### src/rtl/alarm_pkg.sv
// Shared definitions for the alarm blocks: time width, ring-FSM state encoding
// and the keypad "no key" code used by the alarm controller.
package alarm_pkg;

    localparam int TIME_W = 16;

    localparam logic [3:0] NOKEY = 4'hF;

    typedef enum logic [1:0] {
        RING_IDLE     = 2'b00,
        RING_RINGING  = 2'b01,
        RING_SNOOZING = 2'b10
    } ring_state_e;

    function automatic int max_int(input int a, input int b);
        return (a > b) ? a : b;
    endfunction

endpackage

### src/rtl/alarm_ring_controller_rise_detect.sv
// One-cycle rising-edge pulse from a level: a 1-bit history register plus AND-NOT.
module rise_detect (
    input  logic clock_i,
    input  logic reset_i,
    input  logic level_i,
    output logic rise_o
);

    logic level_q;

    always_ff @(posedge clock_i) begin
        if (reset_i) begin
            level_q <= 1'b0;
        end else begin
            level_q <= level_i;
        end
    end

    assign rise_o = level_i && !level_q;

endmodule

### src/rtl/alarm_ring_controller.sv
// Alarm ring sequencer: starts ringing on the alarm-time match edge, then handles
// snooze, stop and the unanswered-ring timeout. All outputs are registered.
module alarm_ring_controller
    import alarm_pkg::*;
#(
    parameter int SNOOZE_SEC       = 300,
    parameter int RING_TIMEOUT_SEC = 60,
    parameter int MAX_SNOOZE       = 3
) (
    input  logic              clock,
    input  logic              reset,
    input  logic [TIME_W-1:0] current_time,
    input  logic [TIME_W-1:0] alarm_time,
    input  logic              alarm_on,
    input  logic              one_second,
    input  logic              snooze_button,
    input  logic              stop_button,
    output logic              sound_alarm,
    output logic              buzzer,
    output logic              snooze_active,
    output logic [1:0]        snooze_count,
    output logic              missed_alarm
);

    localparam int SEC_MAX = max_int(SNOOZE_SEC, RING_TIMEOUT_SEC);
    localparam int SEC_W   = (SEC_MAX > 1) ? $clog2(SEC_MAX) : 1;

    localparam logic [SEC_W-1:0] SNOOZE_LAST = SEC_W'(SNOOZE_SEC - 1);
    localparam logic [SEC_W-1:0] RING_LAST   = SEC_W'(RING_TIMEOUT_SEC - 1);
    localparam logic [1:0]       SNOOZE_LIM  = 2'(MAX_SNOOZE);

    logic       match;
    logic [2:0] level;
    logic [2:0] rise;
    logic       match_rise;
    logic       snooze_press;
    logic       stop_press;

    assign match = alarm_on && (current_time == alarm_time);
    assign level = {stop_button, snooze_button, match};

    for (genvar gi = 0; gi < 3; gi++) begin : g_rise
        rise_detect u_rise (
            .clock_i (clock),
            .reset_i (reset),
            .level_i (level[gi]),
            .rise_o  (rise[gi])
        );
    end

    assign match_rise   = rise[0];
    assign snooze_press = rise[1];
    assign stop_press   = rise[2];

    ring_state_e      state_q, state_d;
    logic [SEC_W-1:0] sec_cnt_q, sec_cnt_d;
    logic             beep_phase_q, beep_phase_d;
    logic [1:0]       snooze_cnt_q, snooze_cnt_d;
    logic             missed_q, missed_d;
    logic             sound_alarm_q, buzzer_q, snooze_active_q;

    always_comb begin
        state_d      = state_q;
        sec_cnt_d    = sec_cnt_q;
        beep_phase_d = beep_phase_q;
        snooze_cnt_d = snooze_cnt_q;
        missed_d     = missed_q;

        if (!alarm_on) begin
            state_d      = RING_IDLE;
            snooze_cnt_d = 2'd0;
        end else if (stop_press) begin
            state_d      = RING_IDLE;
            snooze_cnt_d = 2'd0;
            missed_d     = 1'b0;
        end else begin
            case (state_q)
                RING_IDLE: begin
                    if (match_rise) begin
                        state_d      = RING_RINGING;
                        sec_cnt_d    = '0;
                        beep_phase_d = 1'b1;
                    end
                end
                RING_RINGING: begin
                    // A refused snooze (limit reached) does not mask the tick.
                    if (snooze_press && (snooze_cnt_q < SNOOZE_LIM)) begin
                        state_d      = RING_SNOOZING;
                        snooze_cnt_d = snooze_cnt_q + 2'd1;
                        sec_cnt_d    = '0;
                    end else if (one_second) begin
                        if (sec_cnt_q == RING_LAST) begin
                            state_d      = RING_IDLE;
                            missed_d     = 1'b1;
                            snooze_cnt_d = 2'd0;
                        end else begin
                            sec_cnt_d    = sec_cnt_q + SEC_W'(1);
                            beep_phase_d = !beep_phase_q;
                        end
                    end
                end
                RING_SNOOZING: begin
                    if (one_second) begin
                        if (sec_cnt_q == SNOOZE_LAST) begin
                            state_d      = RING_RINGING;
                            sec_cnt_d    = '0;
                            beep_phase_d = 1'b1;
                        end else begin
                            sec_cnt_d = sec_cnt_q + SEC_W'(1);
                        end
                    end
                end
                default: state_d = RING_IDLE;
            endcase
        end
    end

    always_ff @(posedge clock) begin
        if (reset) begin
            state_q         <= RING_IDLE;
            sec_cnt_q       <= '0;
            beep_phase_q    <= 1'b0;
            snooze_cnt_q    <= 2'd0;
            missed_q        <= 1'b0;
            sound_alarm_q   <= 1'b0;
            buzzer_q        <= 1'b0;
            snooze_active_q <= 1'b0;
        end else begin
            state_q         <= state_d;
            sec_cnt_q       <= sec_cnt_d;
            beep_phase_q    <= beep_phase_d;
            snooze_cnt_q    <= snooze_cnt_d;
            missed_q        <= missed_d;
            // Decoded from next state so the flops track the state register exactly.
            sound_alarm_q   <= (state_d == RING_RINGING);
            buzzer_q        <= (state_d == RING_RINGING) && beep_phase_d;
            snooze_active_q <= (state_d == RING_SNOOZING);
        end
    end

    assign sound_alarm   = sound_alarm_q;
    assign buzzer        = buzzer_q;
    assign snooze_active = snooze_active_q;
    assign snooze_count  = snooze_cnt_q;
    assign missed_alarm  = missed_q;

endmodule

### config.mk
export PLATFORM = sky130hd
export DESIGN_NAME = alarm_ring_controller
export DESIGN_NICKNAME = d
export VERILOG_FILES = /design/src/rtl/alarm_pkg.sv /design/src/rtl/alarm_ring_controller_rise_detect.sv /design/src/rtl/alarm_ring_controller.sv
export SDC_FILE = /design/constraint.sdc
export NUM_CORES = 1
export LEC_CHECK = 0
export BUFFER_PORTS_ARGS = -buffer_cell sky130_fd_sc_hd__buf_4
export CELL_PAD_IN_SITES_DETAIL_PLACEMENT = 1
export CELL_PAD_IN_SITES_GLOBAL_PLACEMENT = 1
export CORE_MARGIN = 3
export CORE_UTILIZATION = 36
export DETAILED_ROUTE_END_ITERATION = 10
export GPL_TIMING_DRIVEN = 0
export PLACE_DENSITY = 0.89
export RECOVER_POWER = 25
export SLEW_MARGIN = 10
export SYNTH_ARGS = -nofsm -noshare
export SYNTH_HDL_FRONTEND = slang
export SYNTH_SLANG_ARGS = --single-unit
### constraint.sdc
create_clock -name clock -period 2.3 [get_ports clock]
set_input_delay 0.345 -clock clock [delete_from_list [all_inputs] [get_ports clock]]
set_output_delay 0.345 -clock clock [all_outputs]
set_load 0.05 [all_outputs]
# Word level (Yosys, flattened, before mapping)
# Cells that the tools add are included.
# classes
n_addsub,2
order_cmp,1
n_eq_ne,12
muxes,33
bitwise_logic,2
reduce_logical,21
# op_table
operator,count
9-bit two-way mux,6
9-bit one-hot mux with 3 select lines,1
2-bit two-way mux,11
16-bit equality test,1
1-bit two-way mux,13
2-bit nonzero test,5
9-bit by 1-bit adder with 9-bit output (second input constant),1
9-bit by 6-bit equality test with 1-bit output (second input constant),1
9-bit equality test (second input constant),1
7-bit AND reduction,1
1-bit logical AND,6
3-bit != test (second input constant),2
2-bit one-hot mux with 3 select lines,1
5-bit AND reduction,1
2-bit by 1-bit equality test with 1-bit output (second input constant),2
2-bit equality test (second input constant),2
1-bit logical NOT,4
2-bit by 1-bit != test with 1-bit output (second input constant),2
1-bit one-hot mux with 3 select lines,1
3-bit AND reduction,1
3-bit nonzero test,1
3-bit OR reduction,1
2-bit by 1-bit adder with 2-bit output (second input constant),1
2-bit logical NOT,1
3 further kinds,4
# totals
reg_bits,21
out_inout_bits,6
word_cells,82

# Longest topological paths before layout
# depth
ltp_word,9
ltp_mapped,10
ltp_nobuf,9

# By module
# A second synthesis with hierarchy kept.
# unflattened
hier_cells,149
area_unflattened_um2,1397.6
# modules_own_cells
mod,instances,cells_per_inst,area_each_um2
alarm_ring_controller,1,140,1255.0
rise_detect,3,3,47.5

# Worst setup path before layout
# OpenSTA, ideal clock, no wires.
# synth_path
path_type,register to register
startpoint,"register snooze_cnt_q[0], in the netlist snooze_count[0]"
endpoint,register sec_cnt_q[7]
setup_ns,0.070
arrival_time_ns,2.277
required_ns,2.230
slack_ns,-0.047
stages_incl_launch_ff,9
path_cell_list,dfxtp_1 > ha_1 > nor3b_2 > nand2b_1 > o21a_1 > o21ai_1 > nand2b_2 > or4_1 > a21oi_1
# synth_via
elab_chain_len,4
word_cells_on_any_way,7
classes_between,1 x order compare; 2 x eq/ne; 2 x mux; 2 x reduce/logical
# synth_rtl
element,line,text
"start, declared",alarm_ring_controller.sv:58,"logic [1:0] snooze_cnt_q, snooze_cnt_d;"
"start signal, assigned",alarm_ring_controller.sv:132,snooze_cnt_q <= snooze_cnt_d;
2-bit < comparator *,alarm_ring_controller.sv:87,if (snooze_press && (snooze_cnt_q < SNOOZE_LIM)) begin
1-bit logical AND *,alarm_ring_controller.sv:87,
3-bit != test (no line) or 9-bit two-way mux (tied branches),-,
7-bit AND reduction (no line) or 9-bit one-hot mux with 3 select lines (tied branches),-,
"end signal, assigned",alarm_ring_controller.sv:130,sec_cnt_q <= sec_cnt_d;
"end, declared",alarm_ring_controller.sv:56,"logic [SEC_W-1:0] sec_cnt_q, sec_cnt_d;"
# Every way passes the cells marked *; elsewhere a longest branch is shown, timed or not.
# A chain may end at the register's enable or synchronous reset.

# Worst setup path in the final report
# Same ends and word-level chain as after synthesis.

==> metrics.md <==
| Metric | Value |
|---|---|
| Status | completed |
| Mean Syn Cell Area | ~8.6 um2 |
| Iter 0 DRT Violations | 48 |
| Nets@finish | roughly 250 |
| CP endpoint kind | flip-flop |
| Hold Path Sink | missed_alarm |
| Sink Count | 21 |
| Max-Slew Margin vs Limit | 60.9% |
| # diodes | 0 |
| Post-synth top area share | 32.3% |
| Endpoints failing setup | 0 |
| Top FF cell, synth | dfxtp_1 |
| Uppermost layer routed | met4 |
| Die Area | around 4400 um2 |
| CP startpoint | snooze_count[0] |
| RSZ-0062 raised after global routing | yes |
| Top post-synthesis cells by area | dfxtp_1 (32%), xor2_1 (11%), ha_1 (5.8%) |
| #FFs+latches synth | 21 |
| Setup CP Type | flip-flop to flip-flop |
| Post-Place Cells | 240 |
| Period minus WS final | about 2.2 ns |
| Crit Reg-Reg Startpoint | snooze_count[0] |
| Pin slew with the least headroom to its limit | just under 0.6 ns |
| Endpoints failing hold | 0 |
| Final Non-Filler Cells | 248 |
| Hold Crit Class | input port to flip-flop |
| Vias per Instance | about 5.3 |
| MaxCap Viol Count | 0 |
| Hold wc startpoint | stop_button |
| Pwr dens | between 300 and 400 nW/um2 |
| Unique masters post-synth | 39 |
| Drt wl/cell | around 14 um |
| Met3 WL | roughly 260 um |
| Number of flops mapped to enable cells by yosys | 0 |
| Initial Util | about two fifths |
| Wire length on met1 | 1.46 mm |
| Largest net degree at the start of global routing | 12 |
| Met2 WL | around 1.7 mm |
| First-pass GRT wire length | around 5.9 mm |
| CP Data Arrival Time | ~2.5 ns |
| Reg2Reg Depth | 8 |
| PortBufs | 42 |
| FP Rows | 21 |
| DRT Pass-1 Iters | 4 |
| Leading area contributor after synthesis | dfxtp_1 |
| Initial antenna violation count | 0 |
| DRT antenna net count | 0 |
| Area grow syn2layout | 35.3% |
| Setup crit start kind | flip-flop |
| Clock-pin slew on the worst setup and hold paths | about 0.11 ns |
| Share of the yosys chip area belonging to registers | roughly 32% |
| Crit Reg-Reg Endpoint | sec_cnt_q[7] |
| Clock Latency Late Sink | 0.31 ns |
| Ports | 44 |
| Required @ worst endpoint | about 2.6 ns |
| Post-synthesis net count | a little under 200 |
| Root Buffer | clkbuf_4 |
| Mapped Area | 1300 um2 |
| Cells after Synth | 152 |
| Post-placement setup slack | -0.146 ns |
| Final Max Tran Viols | 0 |
| Max VDD drop | 190 uV |
| Final period util | between 90% and 100% |
| Total Routing Usage GR | 17.1% |
| Filler cells | roughly 410 |
| Setup slack, reg-to-reg | 0.06 ns |
| Warnings, synthesis | 0 |
| Gr ovfl total | 0 |
| Core area | around 3400 um2 |
| Layout cells sized above 1 | a little over 30% |
| CP max FO | 5 |
| Die H | approximately 66 um |
| Most common cell after layout, fill and taps aside | buf_4 |
| Leakage | ~0.00069 uW |
| Most frequent cells in the layout | buf_4 (42), dfxtp_1 (17), xor2_1 (16) |
| Detailed placement HPWL | roughly 2.7 mm |
| CTS H-tree depth | 1 |
| Horiz. Die Dim | 66.1 um |
| Vias in the first global route | 1345 |
| Total Wirelength | 3.48 mm |
| Hold path cells | 2 |
| DR vias | between 1000 and 1500 |
| Residual DRC | 0 |
| GPL Wtd Cong | 0.791 |
| Cts bufs inserted | 3 |
| Clk buf depth | 2 |
| Final Skew | between 0.0015 and 0.002 ns |
| Post-CTS Hold Buffers | 0 |
| TritonCTS clock tree | yes |
| FFs w/ async S/R, synth | 0% |
| Fmax | 447 MHz |
| Final WS setup | around 0.062 ns |
## through the flow
stage	util [%]	power (uW)	area (um2)	hold slack [ns]	TNS (ns)
floorplan	-	416	1300	0.449	0
global placement	49.0	475	1680	0.466	-0.717
detailed placement	49.0	479	1680	0.490	-0.984
CTS	50.3	659	1720	0.245	0
global route	51.5	695	1760	0.242	-0.156
finish	51.5	662	1760	0.240	0
## repair_timing
item                                    in CTS  in global routing
endpoints found under the setup margin       9                  9
buffers inserted                             0                  4
resized for setup                            4                  5
pin swaps                                    0                  2
## worst max-delay path, cell delays in order, from the launching register on
cell	delay, ns
dfxtp_2	0.36
ha_1	0.23
nor3b_4	0.32
nand2b_4	0.20
o21a_1	0.16
o21ai_4	0.09
nand2b_4	0.18
or4_1	0.50
a21oi_1	0.15
## layer usage
metal | vias to the layer above | track usage, %
met5 | - | 0
met4 | 0 | 6.60
met3 | 5 | 3.74
met2 | 51 | 29.5
met1 | 605 | 20.3
li1 | 644 | -
## worst max-delay path by stage
stage	end	slack [ns]	depth (start not counted)
2_1_floorplan	sec_cnt_q[7]	0.09	8
3_3_place_gp	sec_cnt_q[7]	-0.13	9
3_5_place_dp	sec_cnt_q[3]	-0.15	9
4_1_cts	sec_cnt_q[7]	0.03	8
5_1_grt	sec_cnt_q[7]	-0.06	8
6_report	sec_cnt_q[7]	0.06	8
## kinds of logic after synthesis
logic type	share of synthesized area, %
AOI/OAI and AO/OA	16.1
xor gates and xnor gates	13.5
adders and majority gates	5.77
buffers and inverters	4.33
DFF	32.3
and+or+nand+nor	28.0
## cell usage after synthesis (all sizes together) (4+ instances only)
cell type / n
o31ai: 4
and2: 4
a21oi: 7
nand4: 4
inv: 11
nor4: 5
nand2b: 4
xnor2: 4
nand2: 9
xor2: 16
nor2: 13
o21ai: 10
ha: 6
nor3: 5
dfxtp: 21
## power by group
part / total, uW / switching [uW] / internal [uW]
Combinational: 110 / 43.4 / 66.1
Sequential: 369 / 2.65 / 367
Clock: 183 / 115 / 67.9
## layout make-up
class	count	area (um2)	share of cell area (%)
Tap cell	46	57.6	3.27
Clock buffer	4	26.3	1.49
Inverter	11	41.3	2.35
Timing Repair Buffer	46	334	19.0
Buffer	2	15.0	0.853
Sequential cell	21	425	24.2
Multi-Input combinational cell	118	860	48.9
## state kept, by name (all words and copies together), names as in the netlist
register	cells
buzzer	1
snooze_active	1
g_rise.u_rise.level_q	3
sec_cnt_q	9
missed_alarm	1
sound_alarm	1
state_q	2
beep_phase_q	1
snooze_count	2
No activity file was read; power rests on OpenSTA's default activity.
